==> src/rtl/mem_responder_pkg.sv <==
// Shared definitions for the memory responder: command and state encodings,
// memory-mapped I/O addresses and the address decoder.
package mem_responder_pkg;

    // CPU memory command encoding; 2'b11 is never a legal command.
    typedef enum logic [1:0] {
        MNONE    = 2'b00,
        MREAD    = 2'b01,
        MWRITE   = 2'b10,
        MILLEGAL = 2'b11
    } mem_cmd_e;

    // Access sequencer states.
    typedef enum logic [1:0] {
        ST_IDLE = 2'b00,
        ST_BUSY = 2'b01,
        ST_DONE = 2'b10
    } state_e;

    // Memory-mapped peripherals.
    localparam logic [8:0] LED_ADDR = 9'h100;
    localparam logic [8:0] SW_ADDR  = 9'h140;

    // Address regions seen by the responder.
    typedef enum logic [1:0] {
        RGN_RAM  = 2'd0,
        RGN_LED  = 2'd1,
        RGN_SW   = 2'd2,
        RGN_NONE = 2'd3
    } region_e;

    // Classify a zero-extended word address. Peripheral addresses take
    // priority so that a RAM larger than 256 words cannot shadow them.
    function automatic region_e decode_addr(input logic [31:0] addr,
                                            input logic [31:0] ram_words);
        region_e rgn;
        if (addr == {23'd0, LED_ADDR}) begin
            rgn = RGN_LED;
        end else if (addr == {23'd0, SW_ADDR}) begin
            rgn = RGN_SW;
        end else if (addr < ram_words) begin
            rgn = RGN_RAM;
        end else begin
            rgn = RGN_NONE;
        end
        return rgn;
    endfunction

endpackage

==> src/rtl/mem_ram.sv <==
// Single-port RAM: synchronous write, combinational read of the addressed
// word. Contents are deliberately not reset so data survives a CPU reset.
module mem_ram #(
    parameter int unsigned WORDS = 256,
    parameter int unsigned AW    = (WORDS > 1) ? $clog2(WORDS) : 1
) (
    input  logic          clk,
    input  logic          we_i,
    input  logic [AW-1:0] addr_i,
    input  logic [15:0]   wdata_i,
    output logic [15:0]   rdata_o
);

    logic [15:0] mem_q [WORDS];

    // Store the write word on the rising edge when enabled.
    always_ff @(posedge clk) begin
        if (we_i) begin
            mem_q[addr_i] <= wdata_i;
        end
    end

    assign rdata_o = mem_q[addr_i];

endmodule

==> src/rtl/mem_responder.sv <==
// Memory responder for a simple CPU: captures one read/write command, waits a
// configurable number of cycles, then performs the access against internal
// RAM, an LED register or the synchronized switches and pulses mem_ready.
module mem_responder
    import mem_responder_pkg::*;
#(
    parameter int unsigned WAIT_CYCLES = 1,
    parameter int unsigned ADDR_W      = 9,
    parameter int unsigned RAM_WORDS   = 256
) (
    input  logic              clk,
    input  logic              reset,
    input  logic [1:0]        mem_cmd,
    input  logic [ADDR_W-1:0] mem_addr,
    input  logic [15:0]       write_data,
    input  logic [7:0]        SW,
    output logic [15:0]       read_data,
    output logic              mem_ready,
    output logic [7:0]        LEDR,
    output logic              err
);

    localparam int unsigned RAM_AW = (RAM_WORDS > 1) ? $clog2(RAM_WORDS) : 1;

    // Sequencer state and captured access.
    state_e              state_q;
    logic [3:0]          cnt_q;
    mem_cmd_e            cmd_q;
    logic [ADDR_W-1:0]   addr_q;
    logic [15:0]         wdata_q;

    // Registered outputs.
    logic [15:0]         read_data_q;
    logic                mem_ready_q;
    logic [7:0]          ledr_q;
    logic                err_q;

    // Switch synchronizer.
    logic [7:0]          sw_meta_q;
    logic [7:0]          sw_sync_q;

    // Access execution decode.
    region_e             region_s;
    logic                exec_s;
    logic                ram_we_s;
    logic                access_err_s;
    logic [15:0]         read_data_d;
    logic [7:0]          ledr_d;
    logic [15:0]         ram_rdata_s;

    mem_ram #(
        .WORDS (RAM_WORDS),
        .AW    (RAM_AW)
    ) u_ram (
        .clk     (clk),
        .we_i    (ram_we_s),
        .addr_i  (RAM_AW'(addr_q)),
        .wdata_i (wdata_q),
        .rdata_o (ram_rdata_s)
    );

    // Decode the captured access into RAM strobe, next outputs and error.
    always_comb begin
        region_s     = decode_addr(32'(addr_q), 32'(RAM_WORDS));
        exec_s       = (state_q == ST_BUSY) && (cnt_q == 4'd0);
        ram_we_s     = 1'b0;
        access_err_s = 1'b0;
        read_data_d  = read_data_q;
        ledr_d       = ledr_q;
        case (region_s)
            RGN_RAM: begin
                if (cmd_q == MWRITE) begin
                    ram_we_s = exec_s;
                end else begin
                    read_data_d = ram_rdata_s;
                end
            end
            RGN_LED: begin
                if (cmd_q == MWRITE) begin
                    ledr_d = wdata_q[7:0];
                end else begin
                    access_err_s = 1'b1;
                end
            end
            RGN_SW: begin
                if (cmd_q == MREAD) begin
                    read_data_d = {8'h00, sw_sync_q};
                end else begin
                    access_err_s = 1'b1;
                end
            end
            default: begin
                access_err_s = 1'b1;
                if (cmd_q == MREAD) begin
                    read_data_d = 16'h0000;
                end else begin
                    read_data_d = read_data_q;
                end
            end
        endcase
    end

    // Two-flop synchronizer for the asynchronous switch inputs.
    always_ff @(posedge clk or negedge reset) begin
        if (!reset) begin
            sw_meta_q <= 8'h00;
            sw_sync_q <= 8'h00;
        end else begin
            sw_meta_q <= SW;
            sw_sync_q <= sw_meta_q;
        end
    end

    // Access sequencer: IDLE accepts, BUSY counts down then executes, DONE
    // swallows one cycle so a held command is not taken twice.
    always_ff @(posedge clk or negedge reset) begin
        if (!reset) begin
            state_q     <= ST_IDLE;
            cnt_q       <= 4'd0;
            cmd_q       <= MNONE;
            addr_q      <= '0;
            wdata_q     <= 16'h0000;
            read_data_q <= 16'h0000;
            mem_ready_q <= 1'b0;
            ledr_q      <= 8'h00;
            err_q       <= 1'b0;
        end else begin
            mem_ready_q <= 1'b0;
            case (state_q)
                ST_IDLE: begin
                    case (mem_cmd_e'(mem_cmd))
                        MREAD, MWRITE: begin
                            cmd_q   <= mem_cmd_e'(mem_cmd);
                            addr_q  <= mem_addr;
                            wdata_q <= write_data;
                            cnt_q   <= 4'(WAIT_CYCLES);
                            state_q <= ST_BUSY;
                        end
                        MILLEGAL: begin
                            err_q <= 1'b1;
                        end
                        default: begin
                            state_q <= ST_IDLE;
                        end
                    endcase
                end
                ST_BUSY: begin
                    if (cnt_q != 4'd0) begin
                        cnt_q <= cnt_q - 4'd1;
                    end else begin
                        read_data_q <= read_data_d;
                        ledr_q      <= ledr_d;
                        err_q       <= err_q | access_err_s;
                        mem_ready_q <= 1'b1;
                        state_q     <= ST_DONE;
                    end
                end
                ST_DONE: begin
                    state_q <= ST_IDLE;
                end
                default: begin
                    state_q <= ST_IDLE;
                    cnt_q   <= 4'd0;
                end
            endcase
        end
    end

    assign read_data = read_data_q;
    assign mem_ready = mem_ready_q;
    assign LEDR      = ledr_q;
    assign err       = err_q;

endmodule

==> config.mk <==
export PLATFORM = sky130hd
export DESIGN_NAME = mem_responder
export DESIGN_NICKNAME = d
export VERILOG_FILES = /design/src/rtl/mem_responder_pkg.sv /design/src/rtl/mem_ram.sv /design/src/rtl/mem_responder.sv
export SDC_FILE = /design/constraint.sdc
export NUM_CORES = 2
export LEC_CHECK = 0
export ABC_AREA = 1
export ABC_CLOCK_PERIOD_IN_PS = 4900
export CAP_MARGIN = 20
export CORE_MARGIN = 5
export CORE_UTILIZATION = 40
export CTS_CLUSTER_SIZE = 16
export DETAILED_ROUTE_END_ITERATION = 16
export GPL_ROUTABILITY_DRIVEN = 0
export PLACE_DENSITY = 0.54
export SYNTH_ARGS = -nofsm -noshare
export SYNTH_HDL_FRONTEND = slang
export SYNTH_SLANG_ARGS = --single-unit
==> constraint.sdc <==
create_clock -name clk -period 4.9 [get_ports clk]
set_input_delay 0.49 -clock clk [delete_from_list [all_inputs] [get_ports clk]]
set_output_delay 0.49 -clock clk [all_outputs]
set_load 0.01 [all_outputs]
* Word-level counts from Yosys, hierarchy flattened
Memory sizes are Yosys's and may differ from the RTL's.
Index checks and enable logic that the tools add are counted.
** Operators by class
- $add $sub $neg :: 1
- Magnitude comparators :: 1
- Eq/ne operators :: 18
- Mux-type cells :: 25
- Bitwise logic cells :: 4
- Reduce and logical (&&, ||, !) cells :: 14
** Operators by type and width (number)
- 16-bit two-way mux :: 3
- 16-bit one-hot mux with 3 select lines :: 1
- 9-bit equality test, second input constant :: 2
- 4-bit one-hot mux with 3 select lines :: 1
- 2-bit equality test, second input constant :: 5
- 1-bit two-way mux :: 10
- 9-bit < comparator, second input constant :: 1
- 2-bit by 1-bit equality test with 1-bit output, second input constant :: 4
- 2-bit two-way mux :: 4
- 4-bit two-way mux :: 2
- 2-bit != test, second input constant :: 4
- 2-bit one-hot mux with 2 select lines :: 2
- 2-bit by 1-bit != test with 1-bit output, second input constant :: 3
- 3-bit AND reduction :: 2
- 6-bit AND reduction :: 1
- 2-bit zero test :: 2
- 4-bit zero test :: 1
- 2-bit AND reduction :: 2
- 4-bit AND reduction :: 1
- 2-bit nonzero test :: 2
- 4-bit nonzero test :: 1
- 4-bit by 1-bit subtractor with 4-bit output, second input constant :: 1
- 1-bit inverter :: 3
- 1-bit one-hot mux with 3 select lines :: 1
- 4 further kinds :: 4
** Storage, ports and cells
- Register bits :: 75
- RAM bits :: 4096
- Input port bits :: 37
- Output and inout bits :: 26
- Logic and storage cells :: 75
- Memories :: 1
** Memory list
- u_ram.mem_q :: words 256, width 16, read ports 1, clocked after memory_dff 0, write ports 1, line mem_ram.sv:14 : logic [15:0] mem_q [WORDS];

* Longest topological paths before layout
- Depth after elaboration :: 9
- Mapped depth :: 20
- Depth with buffers taken out :: 17

* Cells and area by module
Synthesis repeated with hierarchy kept, for this count alone.
** Unflattened totals
- Cells, all modules :: 15945
- Area total of the unflattened synthesis :: 170883.9 µm²
** By module, submodules not included
- mem_ram :: times used 1, cells an instance 15646, area each 167790.9 µm², sequential area each 122998.0 µm²
- mem_responder :: times used 1, cells an instance 299, area each 3093.0 µm², sequential area each 1876.8 µm²

* Worst setup path before layout
No wires, ideal clock.
- Path kind :: reg-to-reg
- Start point :: register wdata_q[0]
- End point :: memory u_ram.mem_q[0][0] (data pin)
- Setup time :: 0.804 ns
- Arrival time :: 3.183 ns
- Required time :: 4.096 ns
- Slack :: 0.913 ns
- Cell stages (with the launch flop) :: 1
- Path buffers :: 0
- Period minus slack after synthesis :: 3.987 ns
- Cells stage by stage :: dfrtp_1
** RTL lines
- start: declaration :: line mem_responder.sv:30 : logic [15:0] wdata_q;
- start signal: assignment :: line mem_responder.sv:135 : wdata_q <= write_data;
- end: declaration :: line mem_ram.sv:14
Straight into the memory's write port.

* Worst setup path in the final report
- Start point :: register addr_q[1]
- End point :: register read_data_q[4] (netlist: read_data[4])
** Between the ends
- Word-level cells in the longest chain between the ends :: 7
- Elaborated cells on any way between the ends :: 17
- Classes of those cells :: order compare: 1; eq/ne: 6; mux: 5; bitwise: 1; reduce/logical: 3; memory: 1
** RTL lines
- start: declaration :: line mem_responder.sv:29 : logic [ADDR_W-1:0] addr_q;
- start signal: assignment :: line mem_responder.sv:134 : addr_q <= mem_addr;
- 9-bit < comparator :: line mem_responder_pkg.sv:41 : end else if (addr < ram_words) begin
- 2-bit two-way mux :: line mem_responder_pkg.sv:41
- 2-bit two-way mux :: line mem_responder_pkg.sv:39 : end else if (addr == {23'd0, SW_ADDR}) begin
- 2-bit two-way mux :: line mem_responder_pkg.sv:37 : if (addr == {23'd0, LED_ADDR}) begin
- 2-bit equality test, or another cell as far along :: line mem_responder.sv:70 : case (region_s)
- 2-bit != test (no source line), or another cell as far along
- 6-bit AND reduction (no source line)
- end signal: assignment :: line mem_responder.sv:151 : read_data_q <= read_data_d;
- end: declaration :: line mem_responder.sv:33 : logic [15:0] read_data_q;
Several ways; a longest one is shown, not always the timed one. The select of a mux whose other input is x is not followed.
A chain may end at the register's enable or synchronous reset.

==> qor.txt <==
Syn Std Cell Area -> 164400 µm²
Drt total wl -> 518400 µm
Crit path cell chain -> buf_12 > buf_4 > a21oi_1 > o21ai_0 > nand2_1 > nor2_1 > nor2_1 > nor2_1 > nand2_1 > nand2_1 > nand2_1 > o21ai_1 > nand2_1 > nand2_1 > nand2_1
CTS tree -> done
Total I/O pin count -> 63
Total GRT Usage -> 23.69%
Status -> complete, no violations
Syn Area/Cell -> 12.49 µm²
PortBufs -> 62
Worst-path fanout max -> 87
Core Region -> 409600 µm²
Area Growth Syn to Fin -> 14.28%
Worst setup slack after layout -> 0.5150 ns
Final Hold Viols -> 0
Worst-path clk slew -> 0.06 ns
Clk root buf -> clkbuf_16
Seq/Total Area, Yosys -> 75.94%
P_leak -> 69.02 nW
Compound-Gate Fraction of Synth Area -> 5.274%
Critical Path Slowest Stage Cell -> buf_4
Synth area leader -> edfxtp_1
Crit path buf inv count -> 2
Avg WL per Cell -> 26.75 µm
Routed Antenna Nets -> 0
Top post-synthesis cells by area -> edfxtp_1 75%, nand2_1 14%, a22oi_1 4.7%
Vias in the first global route -> 98305
VDD IR max -> 0.8174 mV
Vias per cell -> 5.397
Minimum clock period -> 4.385 ns
Initial antenna violation count -> 28
Synth warnings -> 0
Most frequent CP cell -> nand2_1
Final #Nets -> 13589
RSZ-0062 raised after global routing -> no
Drt first pass iters -> 6
Setup WS pre-CTS -> 0.7160 ns
Critical Path Sink Type -> register
Period utilisation layout -> 89.49%
Critical path's top delay family -> simple AND/OR/NAND/NOR gates
CP Class -> reg2reg
CP arrival -> 5.24 ns
H-tree Lvls -> 5
Fin Setup TNS -> 0 ns
Die ar. -> 424000 µm²
Least-Margin Pin Slew -> 1.184 ns
Worst Skew -> 0.09164 ns
Startpoint Class -> register
Total CTS buffers -> 439
Final Cell Area -> 187900 µm²
Clk buf depth -> 4
Yosys top cell area share -> 74.80%
First-pass GRT wire length -> 736300 µm
Filler Cell Count -> 36760
Synthesis-stage register bit count -> 4171
Detailed placement HPWL -> 308600 µm
Fraction of layout cells with a size suffix above 1 -> 8.905%
Largest net degree at the start of global routing -> 146
Vias -> 104592
Worst rel slew slack -> 21.10%
Combinational family with the most area after synthesis -> simple AND/OR/NAND/NOR gates
Number of DRC markers in iteration 0 -> 12778
Synthesized-area fraction occupied by and/or/nand/nor cells -> 16.32%
Fmax -> 228.1 MHz
Post-Syn Nets -> 13204
Crit path required time -> 5.75 ns
Post-DP Area -> 174100 µm²
Die width -> 651.2 µm
Final setup fails -> 0
Critical Path Max Stage Delay -> 0.69 ns
Maxcap violations -> 0
Starting density of the core -> 40.15%
Synth Area in Adders -> 0.02283%
Residual DRC -> 0
Gr ovfl total -> 0
Fin util -> 45.88%
Proportion of synthesized area in mux cells -> 0.06848%
Slew Viols, Final -> 0
Hold Crit Class -> in2async
Post_cts resized -> 0
Synth Instances -> 13164
Row Count -> 235
Synth cell types -> 37
Xor-xnor portion of the synthesized cell area -> 0%
PnR Total Power -> 0.1163 W
Die H -> 651.2 µm
Clock Latency Late Sink -> 1.01 ns
Clock tree sinks -> 4171
PwrDens -> 618.8 nW/µm²
per-stage QoR:
stage	instances	hold slack (ns)
3_3_place_gp	18547	0.3361
5_1_grt	19369	0.06260
3_5_place_dp	18548	0.3372
6_report	19379	0.07074
2_1_floorplan	13164	0.1944
4_1_cts	19364	0.01127
per-layer routing:
metal / routed length (µm) / global-route usage, % / up-vias
li1: - / - / 46891
met1: 218200 / 33.57 / 52505
met2: 235400 / 36.67 / 4360
met3: 42660 / 4.017 / 824
met4: 22100 / 9.101 / 12
met5: 65 / 0 / -
cells in the mapped netlist, drive strengths merged:
cell,instances
a21boi,6
a21o,2
a21oi,84
a22oi,1024
buf,518
clkbuf,197
clkinv,7
dfrtp,75
edfxtp,4096
ha,3
inv,46
mux2,10
nand2,6002
nand3,216
nand3b,1
nand4,80
nor2,686
nor3,12
o211ai,1
o21ai,94
o21bai,1
o22ai,3
where the power goes:
| part | internal [W] | switching, W |
|---|---|---|
| registers | 0.0445 | 0.00161 |
| clock network | 0.0181 | 0.0139 |
| logic | 0.00885 | 0.0293 |
kinds of logic after synthesis:
logic type | count (synthesis)
AOI/OAI and AO/OA | 1215
adders and majority gates | 3
buffers and inverters | 768
DFF | 4171
muxes | 10
and+or+nand+nor | 6997
state kept, by name (all words and copies together), names as in the netlist:
name and flops:
cmd_q 2, state_q 2, wdata_q 16, err 1, mem_ready 1, read_data 16
LEDR 8, addr_q 9, sw_sync_q 8, cnt_q 4, sw_meta_q 8, u_ram.mem_q 4096
timing repair:
item / CTS / global route
buffers inserted: 0 / 0
hold buffers: 10 / 0
endpoints found under the hold margin: 49 / 0
area by class of cell:
cell class | count | area [µm²] | area share [%]
clock inverter | 239 | 2023 | 1.077
inverter | 53 | 265.3 | 0.1411
antenna | 14 | 35.03 | 0.01864
clock buffer | 567 | 11660 | 6.207
sequential | 4171 | 124900 | 66.48
timing repair buffer | 659 | 6392 | 3.401
tap | 5451 | 6820 | 3.629
multi-input combinational | 8225 | 35790 | 19.04
final timing paths:
kind                          startpoint           end  slack [ns]  cells after the start
min in group clk           write_data[2]    wdata_q[2]        0.08                      3
min reg2reg                 sw_meta_q[3]  sw_sync_q[3]        0.35                      0
max                            addr_q[1]  read_data[4]        0.52                     15
max reg2reg                    addr_q[1]  read_data[4]        0.52                     15
max in group asynchronous          reset     addr_q[1]        3.68                      3
min                                reset   wdata_q[10]        0.07                      2
layout by cell type, fill, tap and decap left out, types with 4 or more instances in the layout:
master           synthesis  layout
buf_12                   1     101
inv_1                   38      37
clkbuf_1               197     116
inv_2                    5       5
dfrtp_1                 75      57
mux2_2                  10      10
nor3_1                   8       8
clkbuf_16                0     446
clkbuf_8                 0       5
a21oi_1                 84      84
clkinv_16                0       6
inv_6                    0       6
inv_16                   0       6
diode_2                  0      14
o21ai_0                 47      47
clkinvlp_4               0       4
clkinv_8                 0       8
nand2_2                  1      13
a22oi_1               1024    1024
clkdlybuf4s50_1          0      61
nand2_4                  1       8
bufinv_16                0      26
nor2_1                 677     676
nand4_1                 80      80
edfxtp_1              4096    4096
clkinv_2                 0      71
dlygate4sd3_1            0      10
o21ai_1                 47      46
nand2_1               6000    5981
dfrtp_4                  0      18
nand3_1                216     215
nor3_2                   4       4
buf_4                   17     486
clkinv_1                 7     120
nor2_4                   1       6
Note: power is estimated with default switching activity, not from simulation.
